[src/rtl/prbs_pkg.sv]
// -----------------------------------------------------------------------------
// prbs_pkg
// Shared types and helpers for the PRBS stream checker.
//   state_e      : checker FSM states
//   prbs_mode_e  : polynomial select encoding (PRBS7/15/23/31)
//   PrbsXLen/Tap : LFSR length and second tap per polynomial
//   seed_bytes() : whole bytes needed to fill an LFSR of the selected length
//   lfsr_mask()  : mask of the live LFSR bits for the selected length
//   popcount8()  : number of set bits in a byte
// -----------------------------------------------------------------------------
package prbs_pkg;

   typedef enum logic [2:0] {
      StIdle,
      StPat,
      StSeed,
      StCheck,
      StFail
   } state_e;

   typedef enum logic [1:0] {
      ModePrbs7  = 2'd0,
      ModePrbs15 = 2'd1,
      ModePrbs23 = 2'd2,
      ModePrbs31 = 2'd3
   } prbs_mode_e;

   localparam int unsigned LfsrW = 31;

   localparam int unsigned Prbs7Len  = 7;
   localparam int unsigned Prbs7Tap  = 6;
   localparam int unsigned Prbs15Len = 15;
   localparam int unsigned Prbs15Tap = 14;
   localparam int unsigned Prbs23Len = 23;
   localparam int unsigned Prbs23Tap = 18;
   localparam int unsigned Prbs31Len = 31;
   localparam int unsigned Prbs31Tap = 28;

   // ceil(L/8): bytes of received data needed to fully overwrite the LFSR.
   function automatic logic [2:0] seed_bytes(input prbs_mode_e mode);
      logic [2:0] cnt;
      unique case (mode)
         ModePrbs7:  cnt = 3'd1;
         ModePrbs15: cnt = 3'd2;
         ModePrbs23: cnt = 3'd3;
         ModePrbs31: cnt = 3'd4;
         default:    cnt = 3'd4;
      endcase
      return cnt;
   endfunction

   function automatic logic [LfsrW-1:0] lfsr_mask(input prbs_mode_e mode);
      logic [LfsrW-1:0] m;
      unique case (mode)
         ModePrbs7:  m = 31'h0000_007F;
         ModePrbs15: m = 31'h0000_7FFF;
         ModePrbs23: m = 31'h007F_FFFF;
         ModePrbs31: m = 31'h7FFF_FFFF;
         default:    m = 31'h7FFF_FFFF;
      endcase
      return m;
   endfunction

   function automatic logic [3:0] popcount8(input logic [7:0] v);
      logic [3:0] cnt;
      cnt = 4'd0;
      for (int i = 0; i < 8; i++) begin
         cnt = cnt + {3'd0, v[i]};
      end
      return cnt;
   endfunction

endpackage

[src/rtl/prbs_lfsr_byte.sv]
// -----------------------------------------------------------------------------
// prbs_lfsr_byte
// Byte-wide Fibonacci LFSR for the selected PRBS polynomial.
//   clk       : system clock, rising edge
//   rst       : synchronous active-low reset (clears the LFSR)
//   clear_i   : clear the LFSR to zero
//   load_i    : shift data_i into the LFSR, bit 0 first (self-sync seeding)
//   advance_i : free-run the LFSR by 8 bits
//   mode_i    : polynomial select
//   data_i    : received byte used when loading
//   pred_o    : next 8 LFSR output bits from the current state, bit 0 first
// -----------------------------------------------------------------------------
module prbs_lfsr_byte
   import prbs_pkg::*;
(
   input  logic       clk,
   input  logic       rst,
   input  logic       clear_i,
   input  logic       load_i,
   input  logic       advance_i,
   input  prbs_mode_e mode_i,
   input  logic [7:0] data_i,
   output logic [7:0] pred_o
);

   logic [LfsrW-1:0] state_q, state_d;
   logic [LfsrW-1:0] step;
   logic [7:0]       pred;
   logic             fb;
   logic             nb;

   // Eight serial steps unrolled; the feedback bit is both the predicted
   // output and, unless loading, the bit shifted back in.
   always_comb begin
      step = state_q;
      pred = 8'd0;
      fb   = 1'b0;
      nb   = 1'b0;
      for (int i = 0; i < 8; i++) begin
         unique case (mode_i)
            ModePrbs7:  fb = step[Prbs7Len-1]  ^ step[Prbs7Tap-1];
            ModePrbs15: fb = step[Prbs15Len-1] ^ step[Prbs15Tap-1];
            ModePrbs23: fb = step[Prbs23Len-1] ^ step[Prbs23Tap-1];
            ModePrbs31: fb = step[Prbs31Len-1] ^ step[Prbs31Tap-1];
            default:    fb = step[Prbs31Len-1] ^ step[Prbs31Tap-1];
         endcase
         nb      = load_i ? data_i[i] : fb;
         pred[i] = fb;
         step    = {step[LfsrW-2:0], nb} & lfsr_mask(mode_i);
      end
   end

   always_comb begin
      state_d = state_q;
      if (clear_i) begin
         state_d = '0;
      end else if (load_i || advance_i) begin
         state_d = step;
      end
   end

   always_ff @(posedge clk) begin
      if (!rst) begin
         state_q <= '0;
      end else begin
         state_q <= state_d;
      end
   end

   assign pred_o = pred;

endmodule

[config.mk]
export PLATFORM = sky130hd
export DESIGN_NAME = prbs_lfsr_byte
export DESIGN_NICKNAME = d
export VERILOG_FILES = /design/src/rtl/prbs_pkg.sv /design/src/rtl/prbs_lfsr_byte.sv
export SDC_FILE = /design/constraint.sdc
export NUM_CORES = 1
export LEC_CHECK = 0
export ABC_AREA = 0
export BUFFER_PORTS_ARGS = -buffer_cell sky130_fd_sc_hd__buf_2
export CAP_MARGIN = 0
export CORE_ASPECT_RATIO = 1.4
export CORE_MARGIN = 4
export CORE_UTILIZATION = 57
export CTS_BUF_LIST = sky130_fd_sc_hd__clkbuf_4 sky130_fd_sc_hd__clkbuf_8 sky130_fd_sc_hd__clkbuf_16
export CTS_CLUSTER_DIAMETER = 30
export DETAILED_ROUTE_END_ITERATION = 6
export PLACE_DENSITY = 0.9
export SLEW_MARGIN = 20
export SYNTH_ARGS = -nofsm -noshare
export SYNTH_HDL_FRONTEND = slang
export SYNTH_SLANG_ARGS = --single-unit
[constraint.sdc]
create_clock -name clk -period 3.3 [get_ports clk]
set_clock_uncertainty 0.15 [all_clocks]
set_input_delay 0.66 -clock clk [delete_from_list [all_inputs] [get_ports clk]]
set_output_delay 0.66 -clock clk [all_outputs]
set_load 0.01 [all_outputs]
**Yosys cells after proc, flatten, opt, wreduce, memory -nomap -nowiden**

Cells that the tools add are included.

- Reduce and logical (&&, ||, !) cells: 3
- Equal/unequal tests: 3
- Bitwise gates (word level): 41
- Mux-type cells: 17

Operator list:

| kind | number |
|---|---|
| 31-bit AND | 8 |
| 31-bit one-hot mux with 4 select lines | 1 |
| 1-bit one-hot mux with 4 select lines | 8 |
| 1-bit XOR | 32 |
| 1-bit two-way mux | 8 |
| 2-bit equality test (second input constant) | 2 |
| 2-bit by 1-bit equality test with 1-bit output (second input constant) | 1 |
| 2-bit zero test | 1 |
| 2-bit OR reduction | 1 |
| 1-bit logical OR | 1 |
| 1-bit NOT | 1 |

- Bits in registers: 31
- Input bits: 15

**Logic depth before layout (Yosys ltp)**

- Depth in word-level cells: 32
- Gate-level depth with buffers: 6

**Least setup slack after synthesis**

No wires, ideal clock.

- Path type: input to output
- Start: input port mode_i[0]
- End: output port pred_o[7]
- Cell stages on the path: 5
- Required time: 2.490 ns
- Arrival time: 2.281 ns
- Buffers on the path: 2
- Path slack: 0.209 ns
- Path through: clkbuf_1 -> mux4_2 -> mux2_4 -> a311oi_2 -> buf_4

- Cells in the longest elaborated chain, start to end: 14
- Elaborated cells between the ends (all ways): 24

RTL lines:

| item | RTL line | source |
|---|---|---|
| start, declared | prbs_lfsr_byte.sv:21 | `input prbs_mode_e mode_i,` |
| 2-bit equality test, or another cell as far along | prbs_pkg.sv:54, prbs_lfsr_byte.sv:40 |  |
| 31-bit one-hot mux with 4 select lines | prbs_pkg.sv:54 | `unique case (mode)` |
| 31-bit AND | prbs_lfsr_byte.sv:49 | `step = {step[LfsrW-2:0], nb} & lfsr_mask(mode_i);` |
| 1-bit XOR, on equally long branches | -- |  |
| 1-bit one-hot mux with 4 select lines * | prbs_lfsr_byte.sv:40 | `unique case (mode_i)` |
| named net pred_o[1] | prbs_lfsr_byte.sv:23 | `output logic [7:0] pred_o` |
| 1-bit two-way mux * | prbs_lfsr_byte.sv:47 | `nb = load_i ? data_i[i] : fb;` |
| 31-bit AND * (6 in series) | prbs_lfsr_byte.sv:49 |  |
| 1-bit XOR * | prbs_lfsr_byte.sv:41 | `ModePrbs7: fb = step[Prbs7Len-1] ^ step[Prbs7Tap-1];` |
| 1-bit one-hot mux with 4 select lines * | prbs_lfsr_byte.sv:40 |  |
| end, declared | prbs_lfsr_byte.sv:23 |  |

Mark *: on every way through the listed nets, which the timed path passes. The rest lies on a longest branch. The select of a mux whose other input is x is not followed.

**Final worst setup path**

- Start: register state_q[5]
- End: output port pred_o[7]

- Cells in the longest elaborated chain, start to end: 12
- Elaborated cells between the ends (all ways): 15

RTL lines:

| item | RTL line | source |
|---|---|---|
| start, declared | prbs_lfsr_byte.sv:26 | `logic [LfsrW-1:0] state_q, state_d;` |
| start signal, assigned | prbs_lfsr_byte.sv:66 | `state_q <= state_d;` |
| 1-bit XOR or 31-bit AND (tied branches) | prbs_lfsr_byte.sv:41, prbs_lfsr_byte.sv:49 |  |
| 1-bit one-hot mux with 4 select lines or 1-bit XOR (tied branches) | prbs_lfsr_byte.sv:40, prbs_lfsr_byte.sv:41 |  |
| 1-bit two-way mux or 1-bit one-hot mux with 4 select lines (tied branches) | prbs_lfsr_byte.sv:47, prbs_lfsr_byte.sv:40 |  |
| 31-bit AND * (7 in series) | prbs_lfsr_byte.sv:49 |  |
| 1-bit XOR * | prbs_lfsr_byte.sv:41 |  |
| 1-bit one-hot mux with 4 select lines * | prbs_lfsr_byte.sv:40 |  |

Every way passes the cells marked *; elsewhere a longest branch is shown, timed or not.

==> flow_metrics.env <==
export IMPL_largest_register_ffs=31
export IMPL_dr_pass1_iters=5
export IMPL_numClockSinks=31
export IMPL_cts_reportedPaths_clkPinSlew_ns=0.07
export IMPL_ys_flop_type="dfxtp_1"
export IMPL_critPathRequiredTime_ns=2.49
export IMPL_power_density_nw_per_um2=399.9
export IMPL_drv_cap=0
export IMPL_yosysTopAreaCell="dfxtp_1"
export IMPL_ant_nets=0
export IMPL_vias_per_cell=6.027
export IMPL_final_max_slew_viol_count=0
export IMPL_start_util_pct=60.74
export IMPL_synth_top_cells_by_area="dfxtp_1 35%, xor2_1 13%, mux4_2 7.6%"
export IMPL_ys_types=31
export IMPL_layoutNonFillerInstCount=258
export IMPL_wl_mm=4.189
export IMPL_critPathLaunchType="flop"
export IMPL_grt_pass1_vias=1466
export IMPL_reg2reg_from="state_q[5]"
export IMPL_p_total_mw=0.7831
export IMPL_seq_area_frac_synth_pct=34.81
export IMPL_period_share_pct=88.73
export IMPL_placed_cells=250
export IMPL_yosysMostFrequentCell="dfxtp_1"
export IMPL_critPathKind="flop to primary output"
export IMPL_numPortBuffers=22
export IMPL_hold_depth=2
export IMPL_max_slew_worst_pin_slew_ns=0.8046
export IMPL_p_leak_nw=0.8712
export IMPL_dieArea_um2=4100
export IMPL_synth_commonest_cells="31 x dfxtp_1, 28 x nor2_1, 27 x xor2_1"
export IMPL_r2r_end="state_q[0]"
export IMPL_antenna_found_initial=0
export IMPL_io_pins=23
export IMPL_clockBufferDepth=2
export IMPL_htreeDepth=2
export IMPL_grt_pass1_wl_mm=7.044
export IMPL_area_delta_synth_final_pct=9.825
export IMPL_setup_tns_ns=0
export IMPL_drt_initial_drc_count=137
export IMPL_setup_violations_final=0
export IMPL_synth_async_sr_flop_share_pct=0
export IMPL_ys_ff_latch=31
export IMPL_r2r_slack_ns=1.44
export IMPL_cts_buffers=5
export IMPL_dp_hpwl_mm=3.064
export IMPL_worstRegToRegCells=4
export IMPL_drc_errors=0
export IMPL_min_to="state_q[18]"
export IMPL_largest_register="state_q"
export IMPL_cts_resized=0
export IMPL_hp_class="flop to flop"
export IMPL_cts_tree="built"
export IMPL_vias=1555
export IMPL_holdBufCountCts=0
export IMPL_drive_above_1_share_pct=19.46
export IMPL_synthesis_nets=221
export IMPL_path_max_fanout=5
export IMPL_syn_area_um2=1783
export IMPL_core_um2=2935
export IMPL_fmax_ghz=0.3415
export IMPL_rows=23
export IMPL_die_x_um=55.27
export IMPL_dieHeight_um=74.18
export IMPL_clock_latency_ns=0.28
export IMPL_syn_area_per_cell_um2=8.655
export IMPL_antenna_cells=0
export IMPL_wl_per_cell_um=16.24
export IMPL_arrival_ns=2.12
export IMPL_reg_top3="state_q: 31 flops"
export IMPL_grt_max_degree=30
export IMPL_post_cts_buffers=0
export IMPL_hold_path_startpoint="state_q[18]"
export IMPL_outcome="finished clean"
export IMPL_synth_edf_count=0
export IMPL_period_minus_slack_ns=2.928
export IMPL_track_usage_pct=22.37
export IMPL_ir_drop_v=0.0002679
export IMPL_rsz0062_at_grt="false"
export IMPL_globalRouteOverflowTotal=0
export IMPL_yosys_area_top_type_share_pct=34.81
export IMPL_slew_headroom_pct=46.16
export IMPL_cts_root_buf="clkbuf_8"
export IMPL_finalHoldViolations=0
export IMPL_yosysWarnings=0
export IMPL_postSynthCellCount=206
export IMPL_final_nets=235
export IMPL_fillers=241
export IMPL_critPathCaptureType="primary output"
export IMPL_place_congestion=0.9336
-- layout make-up --
class	instances	area (um^2)	share of cell area [%]
clock buffers	6	76.32	3.898
clock inverters	2	12.51	0.6390
inverters	3	11.26	0.5751
multi-input cells	153	1051	53.67
flip-flops and latches	31	620.6	31.69
well taps	37	46.29	2.364
repair buffers	26	140.1	7.157
-- power breakdown --
group          internal [mW]  total, mW  switching, mW
logic                 0.0405     0.0988         0.0583
clock network          0.155      0.295          0.140
registers              0.380      0.389        0.00980
-- kinds of logic after synthesis --
group                  synth area share [%]
AND/OR/NAND/NOR                       16.07
AO/OA/AOI/OAI                         16.49
buffers and inverters                 6.245
multiplexers                          10.18
flip-flops                            34.81
XOR/XNOR                              16.21
-- metal layers --
layer / part of all wire [%] / track usage, % / wire (um)
met5: 0 / 0 / 0
met4: 4.3 / 10.00 / 180
met3: 6.8 / 6.597 / 284
met2: 52 / 39.87 / 2191
met1: 37 / 24.78 / 1532
-- worst max path at each step --
stage,from,slack (ns),to,cells past startpoint
final,state_q[5],0.37,pred_o[7],5
after global routing,state_q[12],0.28,pred_o[7],5
after CTS,state_q[5],0.37,pred_o[7],5
after detailed placement,mode_i[0],0.45,pred_o[7],5
after global placement,mode_i[0],0.47,pred_o[7],5
after floorplan,mode_i[0],0.21,pred_o[7],5
-- per-stage QoR --
stage                     utilization (%)  setup slack [ns]  hold WS (ns)  cell area, um^2
after CTS                           66.71            0.3659        0.3340             1958
after floorplan                         -            0.2091        0.3061             1783
final                               66.71            0.3719        0.3355             1958
after global placement              63.68            0.4694        0.3230             1869
after global routing                66.71            0.2761        0.3625             1958
after detailed placement            63.68            0.4534        0.3228             1869
-- critical path, stage by stage (launching register included) --
cell	delay, ns
dfxtp_1	0.46
xor2_1	0.12
mux4_2	0.53
mux2_4	0.33
a311oi_2	0.23
buf_2	0.17
-- layout by cell type, fill, tap and decap left out, types with 2 or more instances in the layout --
master,instances
clkbuf_8,5
xnor2_1,6
buf_4,4
a22oi_1,15
buf_2,22
mux4_2,6
nor2_1,28
mux2i_1,2
a21oi_1,16
inv_1,3
xor2_1,27
nor4_1,5
nand2b_1,3
o221ai_1,2
nand2_1,17
nand3_1,8
dfxtp_1,31
o21ai_0,6
nor2b_1,2
Note: power is estimated with default switching activity, not from simulation.
